## src/rtl/psram_pkg.sv

```systemverilog
// Shared types and command constants for the PSRAM command serializer.
// Optional build macro: PSRAM_ADDR_PHASE_EN (adds the ADDR state).
package psram_pkg;

`ifdef PSRAM_ADDR_PHASE_EN
    typedef enum logic [1:0] {
        IDLE = 2'd0,
        CMD  = 2'd1,
        ADDR = 2'd2
    } state_e;
`else
    typedef enum logic [1:0] {
        IDLE = 2'd0,
        CMD  = 2'd1
    } state_e;
`endif

    // Common PSRAM command opcodes
    localparam logic [7:0] RSTEN         = 8'h66;
    localparam logic [7:0] RST           = 8'h99;
    localparam logic [7:0] QPI_EN        = 8'h35;
    localparam logic [7:0] FAST_READ_QPI = 8'hEB;
    localparam logic [7:0] WRITE_QPI     = 8'h38;

    // Lane enables for one beat: lane 0 only in SPI, all four in QPI
    function automatic logic [3:0] lane_oe(input logic qpi);
        return qpi ? 4'b1111 : 4'b0001;
    endfunction

endpackage

```

## src/rtl/psram_cmd_serializer.sv

```systemverilog
// Serializes a PSRAM command (and optionally an address) onto SPI/QPI lanes.
// Optional build macro: PSRAM_ADDR_PHASE_EN enables the address phase.
module psram_cmd_serializer
    import psram_pkg::*;
#(
    parameter int unsigned CMD_W  = 8,
    parameter int unsigned ADDR_W = 24
) (
    input  logic              clk,
    input  logic              rst_n,
    input  logic [CMD_W-1:0]  command,
    input  logic [ADDR_W-1:0] addr,
    input  logic              has_addr,
    input  logic              qpi,
    input  logic              strobe,
    output logic              ready,
    output logic              done,
    output logic              ce_n,
    output logic [3:0]        sio_out,
    output logic [3:0]        sio_oe
);

`ifdef PSRAM_ADDR_PHASE_EN
    localparam int unsigned MAX_BEATS = (ADDR_W > CMD_W) ? ADDR_W : CMD_W;
`else
    localparam int unsigned MAX_BEATS = CMD_W;
`endif
    localparam int unsigned CNT_W = $clog2(MAX_BEATS);

    state_e             state_q, state_d;
    logic [CNT_W-1:0]   cnt_q, cnt_d;
    logic [CMD_W-1:0]   cmd_sh_q, cmd_sh_d;
    logic               qpi_q, qpi_d;
    logic               ce_n_q, ce_n_d;
    logic               ready_q, ready_d;
    logic               done_q, done_d;
    logic [3:0]         sio_out_q, sio_out_d;
    logic [3:0]         sio_oe_q, sio_oe_d;
    logic [CNT_W-1:0]   cmd_last_c;

`ifdef PSRAM_ADDR_PHASE_EN
    logic [ADDR_W-1:0]  addr_sh_q, addr_sh_d;
    logic               has_addr_q, has_addr_d;
    logic [CNT_W-1:0]   addr_last_c;
`else
    logic               unused_addr_c;
    assign unused_addr_c = ^{addr, has_addr};
`endif

    // Most significant beat of a word: one bit (SPI) or one nibble (QPI)
    function automatic logic [3:0] cmd_beat(input logic [CMD_W-1:0] w, input logic q);
        return q ? w[CMD_W-1 -: 4] : {3'b000, w[CMD_W-1]};
    endfunction

`ifdef PSRAM_ADDR_PHASE_EN
    function automatic logic [3:0] addr_beat(input logic [ADDR_W-1:0] w, input logic q);
        return q ? w[ADDR_W-1 -: 4] : {3'b000, w[ADDR_W-1]};
    endfunction
`endif

    // Index of the final beat in each phase for the latched lane mode
    always_comb begin
        cmd_last_c = qpi_q ? CNT_W'(CMD_W / 4 - 1) : CNT_W'(CMD_W - 1);
`ifdef PSRAM_ADDR_PHASE_EN
        addr_last_c = qpi_q ? CNT_W'(ADDR_W / 4 - 1) : CNT_W'(ADDR_W - 1);
`endif
    end

    // State, shifters, counter and registered outputs
    always_ff @(posedge clk or negedge rst_n) begin
        if (!rst_n) begin
            state_q    <= IDLE;
            cnt_q      <= '0;
            cmd_sh_q   <= '0;
            qpi_q      <= 1'b0;
            ce_n_q     <= 1'b1;
            ready_q    <= 1'b1;
            done_q     <= 1'b0;
            sio_out_q  <= '0;
            sio_oe_q   <= '0;
`ifdef PSRAM_ADDR_PHASE_EN
            addr_sh_q  <= '0;
            has_addr_q <= 1'b0;
`endif
        end else begin
            state_q    <= state_d;
            cnt_q      <= cnt_d;
            cmd_sh_q   <= cmd_sh_d;
            qpi_q      <= qpi_d;
            ce_n_q     <= ce_n_d;
            ready_q    <= ready_d;
            done_q     <= done_d;
            sio_out_q  <= sio_out_d;
            sio_oe_q   <= sio_oe_d;
`ifdef PSRAM_ADDR_PHASE_EN
            addr_sh_q  <= addr_sh_d;
            has_addr_q <= has_addr_d;
`endif
        end
    end

    // Next state; outputs are computed one cycle ahead so the flops carry the beat
    always_comb begin
        state_d   = state_q;
        cnt_d     = cnt_q;
        cmd_sh_d  = cmd_sh_q;
        qpi_d     = qpi_q;
        ce_n_d    = 1'b1;
        ready_d   = 1'b0;
        done_d    = 1'b0;
        sio_out_d = '0;
        sio_oe_d  = '0;
`ifdef PSRAM_ADDR_PHASE_EN
        addr_sh_d  = addr_sh_q;
        has_addr_d = has_addr_q;
`endif
        case (state_q)
            IDLE: begin
                ready_d = 1'b1;
                if (strobe) begin
                    // Present the first command beat straight from the input word
                    state_d   = CMD;
                    cnt_d     = '0;
                    qpi_d     = qpi;
                    ce_n_d    = 1'b0;
                    ready_d   = 1'b0;
                    sio_out_d = cmd_beat(command, qpi);
                    sio_oe_d  = lane_oe(qpi);
                    cmd_sh_d  = qpi ? (command << 4) : (command << 1);
`ifdef PSRAM_ADDR_PHASE_EN
                    addr_sh_d  = addr;
                    has_addr_d = has_addr;
`endif
                end
            end
            CMD: begin
                if (cnt_q == cmd_last_c) begin
`ifdef PSRAM_ADDR_PHASE_EN
                    if (has_addr_q) begin
                        state_d   = ADDR;
                        cnt_d     = '0;
                        ce_n_d    = 1'b0;
                        sio_out_d = addr_beat(addr_sh_q, qpi_q);
                        sio_oe_d  = lane_oe(qpi_q);
                        addr_sh_d = qpi_q ? (addr_sh_q << 4) : (addr_sh_q << 1);
                    end else begin
                        state_d = IDLE;
                        ready_d = 1'b1;
                        done_d  = 1'b1;
                    end
`else
                    state_d = IDLE;
                    ready_d = 1'b1;
                    done_d  = 1'b1;
`endif
                end else begin
                    cnt_d     = cnt_q + CNT_W'(1);
                    ce_n_d    = 1'b0;
                    sio_out_d = cmd_beat(cmd_sh_q, qpi_q);
                    sio_oe_d  = lane_oe(qpi_q);
                    cmd_sh_d  = qpi_q ? (cmd_sh_q << 4) : (cmd_sh_q << 1);
                end
            end
`ifdef PSRAM_ADDR_PHASE_EN
            ADDR: begin
                if (cnt_q == addr_last_c) begin
                    state_d = IDLE;
                    ready_d = 1'b1;
                    done_d  = 1'b1;
                end else begin
                    cnt_d     = cnt_q + CNT_W'(1);
                    ce_n_d    = 1'b0;
                    sio_out_d = addr_beat(addr_sh_q, qpi_q);
                    sio_oe_d  = lane_oe(qpi_q);
                    addr_sh_d = qpi_q ? (addr_sh_q << 4) : (addr_sh_q << 1);
                end
            end
`endif
            default: begin
                state_d = IDLE;
                ready_d = 1'b1;
            end
        endcase
    end

    assign ready   = ready_q;
    assign done    = done_q;
    assign ce_n    = ce_n_q;
    assign sio_out = sio_out_q;
    assign sio_oe  = sio_oe_q;

endmodule

```

## config.mk

```make
export PLATFORM = sky130hd
export DESIGN_NAME = psram_cmd_serializer
export DESIGN_NICKNAME = d
export VERILOG_FILES = /design/src/rtl/psram_pkg.sv /design/src/rtl/psram_cmd_serializer.sv
export SDC_FILE = /design/constraint.sdc
export NUM_CORES = 1
export LEC_CHECK = 0
export ABC_AREA = 0
export CAP_MARGIN = 20
export CORE_UTILIZATION = 37
export CTS_CLUSTER_SIZE = 20
export DETAILED_ROUTE_END_ITERATION = 8
export PLACE_DENSITY_LB_ADDON = 0.3
export SLEW_MARGIN = 20
export SYNTH_ARGS = -nofsm -noshare
export SYNTH_HDL_FRONTEND = slang
export SYNTH_SLANG_ARGS = --single-unit
export TNS_END_PERCENT = 100
```

## constraint.sdc

```tcl
create_clock -name clk -period 1.4 [get_ports clk]
set_input_delay 0.21 -clock clk [delete_from_list [all_inputs] [get_ports clk]]
set_output_delay 0.21 -clock clk [all_outputs]
set_load 0.005 [all_outputs]
```

==> impl_metrics.csv <==
group,metric,value,unit
clocking,cts.htree.levels,1,
critical_path,cp-end-kind,"flop",
global_routing,globalRouteTotalUtil,17.12,%
global_routing,grt_pass1_wl,4084,µm
timing,rsz0062_at_grt,"yes",
global_routing,grt-ovfl-total,0,
detailed_routing,vias_per_cell,5.271,
clocking,cts_tree,"built",
synth,synth_cell_type_count,35,
timing,period_needed,1.469,ns
power,leakage,0.7193,nW
power,vdd_drop_max,0.001104,V
cells_and_area,syn_to_final_growth,34.71,%
timing,period_share,104.9,%
power,p_sw_share,34.14,%
synth,ys_async_sr_fraction,100.0,%
critical_path,path_class,"flop to flop",
timing,setup_viol,4,
detailed_routing,drt-total-wl,2356,µm
critical_path,r2r_cells,4,
detailed_routing,num_vias,875,
synth,yosys_warnings,0,
place,gp_congestion,0.8295,
power,power,2.478,mW
critical_path,worstPathArrival,1.65,ns
clocking,cts-root-buf,"clkbuf_4",
critical_path,startpoint_type,"flop",
timing,slew_headroom,77.49,%
detailed_routing,first_iter_violations,19,
detailed_routing,routedWlPerCell,14.19,µm
place,portBuffers,22,
critical_path,critical_path.max_fanout,5,
cells_and_area,layout.nets,174,
floorplanning,ios,48,
synth,ys_ff_latch,20,
clocking,clkSinkCount,20,
clocking,clk_latency,0.30,ns
cells_and_area,layout-drive-gt1-share,28.15,%
cells_and_area,design_area,1428,µm²
power,comb_power_share,51.0,%
power,clock_power_share,11.3,%
detailed_routing,firstDrtPassIters,4,
floorplanning,die_h,55.52,µm
timing,timing.fmax,680.8,MHz
synth,syn-num-nets,136,
timing,fin_setup_tns,-0.1384,ns
clocking,clk_path_buf_depth,2,
synth,synth_edf_count,0,
run,cap_violations,0,
clocking,clk_pin_slew_worst_paths,0.11,ns
global_routing,grt_pass1_vias,855,
global_routing,grt_busiest_layer,"met2",
floorplanning,die_w,55.52,µm
synth,syn-instance-count,98,
clocking,cts_hold_buf,0,
place,dpl.hpwl,1777,µm
synth,ys_seq_area_share,47.34,%
cells_and_area,fillers,260,
detailed_routing,drcViolationCount,0,
outcome,violations,"negative setup slack",
global_routing,met3_usage,3.044,%
power,power_switching,846.0,µW
timing,worst_pin_slew,0.3377,ns
global_routing,grt_max_degree,21,
timing,drv_slew,0,
global_routing,use_met2,26.33,%
floorplanning,initial_core_util,38.76,%
synth,synth.avg_cell_area,10.81,µm²
timing,finalHoldViolations,0,
power,pwr-share-seq,37.8,%
cells_and_area,n_antenna_cell,0,
critical_path,cp.required,1.59,ns
synth,synth_area,1060,µm²
power,cellPowerDensity,1736,nW/µm²
synth,yosys_most_used_dff,"dfrtp_1",
global_routing,antenna_found_initial,0,
worst_hold_path,hold_path_class,"input port to asynchronous set/reset pin",
detailed_routing,detail-route-antenna-nets,0,
floorplanning,core,2734,µm²
place,dpl_cell_area,1375,µm²
timing,fin_skew,0.006613,ns
timing,setup_slack,-0.06891,ns
clocking,cts_buffers,3,
outcome,status,"finished with violations",
power,internal_power,1.632,mW
floorplanning,fp-row-count,19,
floorplanning,dieArea,3082,µm²
global_routing,met1_usage,23.48,%
-- area by class of cell --
cell class	count	area (µm²)	share of cell area, %
clock buffer	4	26.28	1.840
inverter	3	11.26	0.7888
multi-input combinational	66	479.2	33.57
sequential	20	501.7	35.14
tap	31	38.79	2.717
timing repair buffer	42	370.4	25.94
-- cell usage after synthesis, drive strengths merged, types with 3 or more instances --
| master | instances | share of area [%] |
|---|---|---|
| clkbuf | 3 | 2.0 |
| inv | 3 | 1.1 |
| buf | 6 | 4.7 |
| o221ai | 3 | 2.5 |
| nor2 | 8 | 2.8 |
| a22o | 4 | 3.3 |
| mux2i | 7 | 6.6 |
| nand3 | 4 | 1.9 |
| dfrtp | 19 | 45 |
| o21ai | 4 | 3.0 |
| nand2 | 13 | 4.6 |
| mux2 | 4 | 4.6 |
-- logic make-up (layout without fill, tap and decap cells) --
group | count (synthesis) | count (layout) | synth area share, %
and+or+nand+nor | 30 | 30 | 13.11
AOI/OAI and AO/OA | 24 | 24 | 19.36
DFF | 20 | 20 | 47.34
buffers and inverters | 12 | 49 | 7.791
muxes | 11 | 11 | 11.22
adders and majority gates | 1 | 1 | 1.180
-- cells in the final DEF, fill, tap and decap left out, types with 2 or more instances in the layout --
master,count
nor2_1,7
a22o_1,4
o221ai_1,3
clkdlybuf4s50_1,16
nand3_1,4
o22ai_1,2
o21ai_0,3
buf_4,19
nand2_1,13
mux2_2,3
a21oi_1,2
dlygate4sd2_1,5
inv_1,2
mux2i_1,7
a32o_1,2
dfrtp_1,19
clkbuf_4,3
-- state kept, by name, indices dropped and copies added (netlist names) --
| name | flops |
|---|---|
| qpi_q | 1 |
| sio_out | 4 |
| sio_oe | 2 |
| cmd_sh_q | 7 |
| state_q | 1 |
| done | 1 |
| ready | 1 |
| cnt_q | 3 |
-- worst paths after layout --
kind,startpoint,slack [ns],to
setup / recovery,cnt_q[1]$_DFFE_PN0P_,-0.07,cmd_sh_q[3]$_DFFE_PN0P_
hold / removal,rst_n,0.24,sio_out[2]$_DFF_PN0_
setup reg to reg,cnt_q[1]$_DFFE_PN0P_,-0.07,cmd_sh_q[3]$_DFFE_PN0P_
hold reg to reg,cmd_sh_q[3]$_DFFE_PN0P_,0.56,cmd_sh_q[3]$_DFFE_PN0P_
max in group asynchronous,rst_n,0.89,ready$_DFF_PN1_
min in group clk,cmd_sh_q[3]$_DFFE_PN0P_,0.56,cmd_sh_q[3]$_DFFE_PN0P_
-- metal layers --
metal / wire length, µm / share of wire, % / vias to the layer above
met5: 0 / 0 / -
met4: 16 / 0.68 / 0
met3: 86 / 3.7 / 2
met2: 1144 / 49 / 20
met1: 1109 / 47 / 428
li1: - / - / 425
-- through the flow --
step | std cells | utilization, % | hold WS [ns] | setup slack, ns
after floorplan | 98 | - | -0.08559 | -0.04471
after detailed placement | 159 | 50.30 | 0.5356 | -0.1801
after CTS | 165 | 51.58 | 0.2324 | -0.07274
final | 166 | 52.22 | 0.2357 | -0.06891
after global placement | 159 | 50.30 | 0.5328 | -0.1769
after global routing | 166 | 52.22 | 0.2529 | -0.1190
-- critical path, cell delays in order, from the launching register on --
cell and delay (ns):
dfrtp_1 0.42, and3b_2 0.24, o21ai_4 0.20, o21ba_4 0.20
mux2_4 0.30
-- power groups by stage --
stage	combinational, mW	sequential [mW]	clock (mW)
2_1_floorplan	0.771	0.925	0
3_3_place_gp	1.19	0.939	0
3_5_place_dp	1.22	0.954	0
4_1_cts	1.23	0.939	0.300
5_1_grt	1.38	0.968	0.316
6_report	1.26	0.936	0.279
-- repair_timing --
| item | CTS | global route |
|---|---|---|
| setup endpoints to repair | 9 | 9 |
| gates resized for setup | 5 | 4 |
| gates cloned | 0 | 0 |
| buffers inserted | 2 | 2 |
| pin swaps | 1 | 2 |
Note: power is estimated with default switching activity, not from simulation.
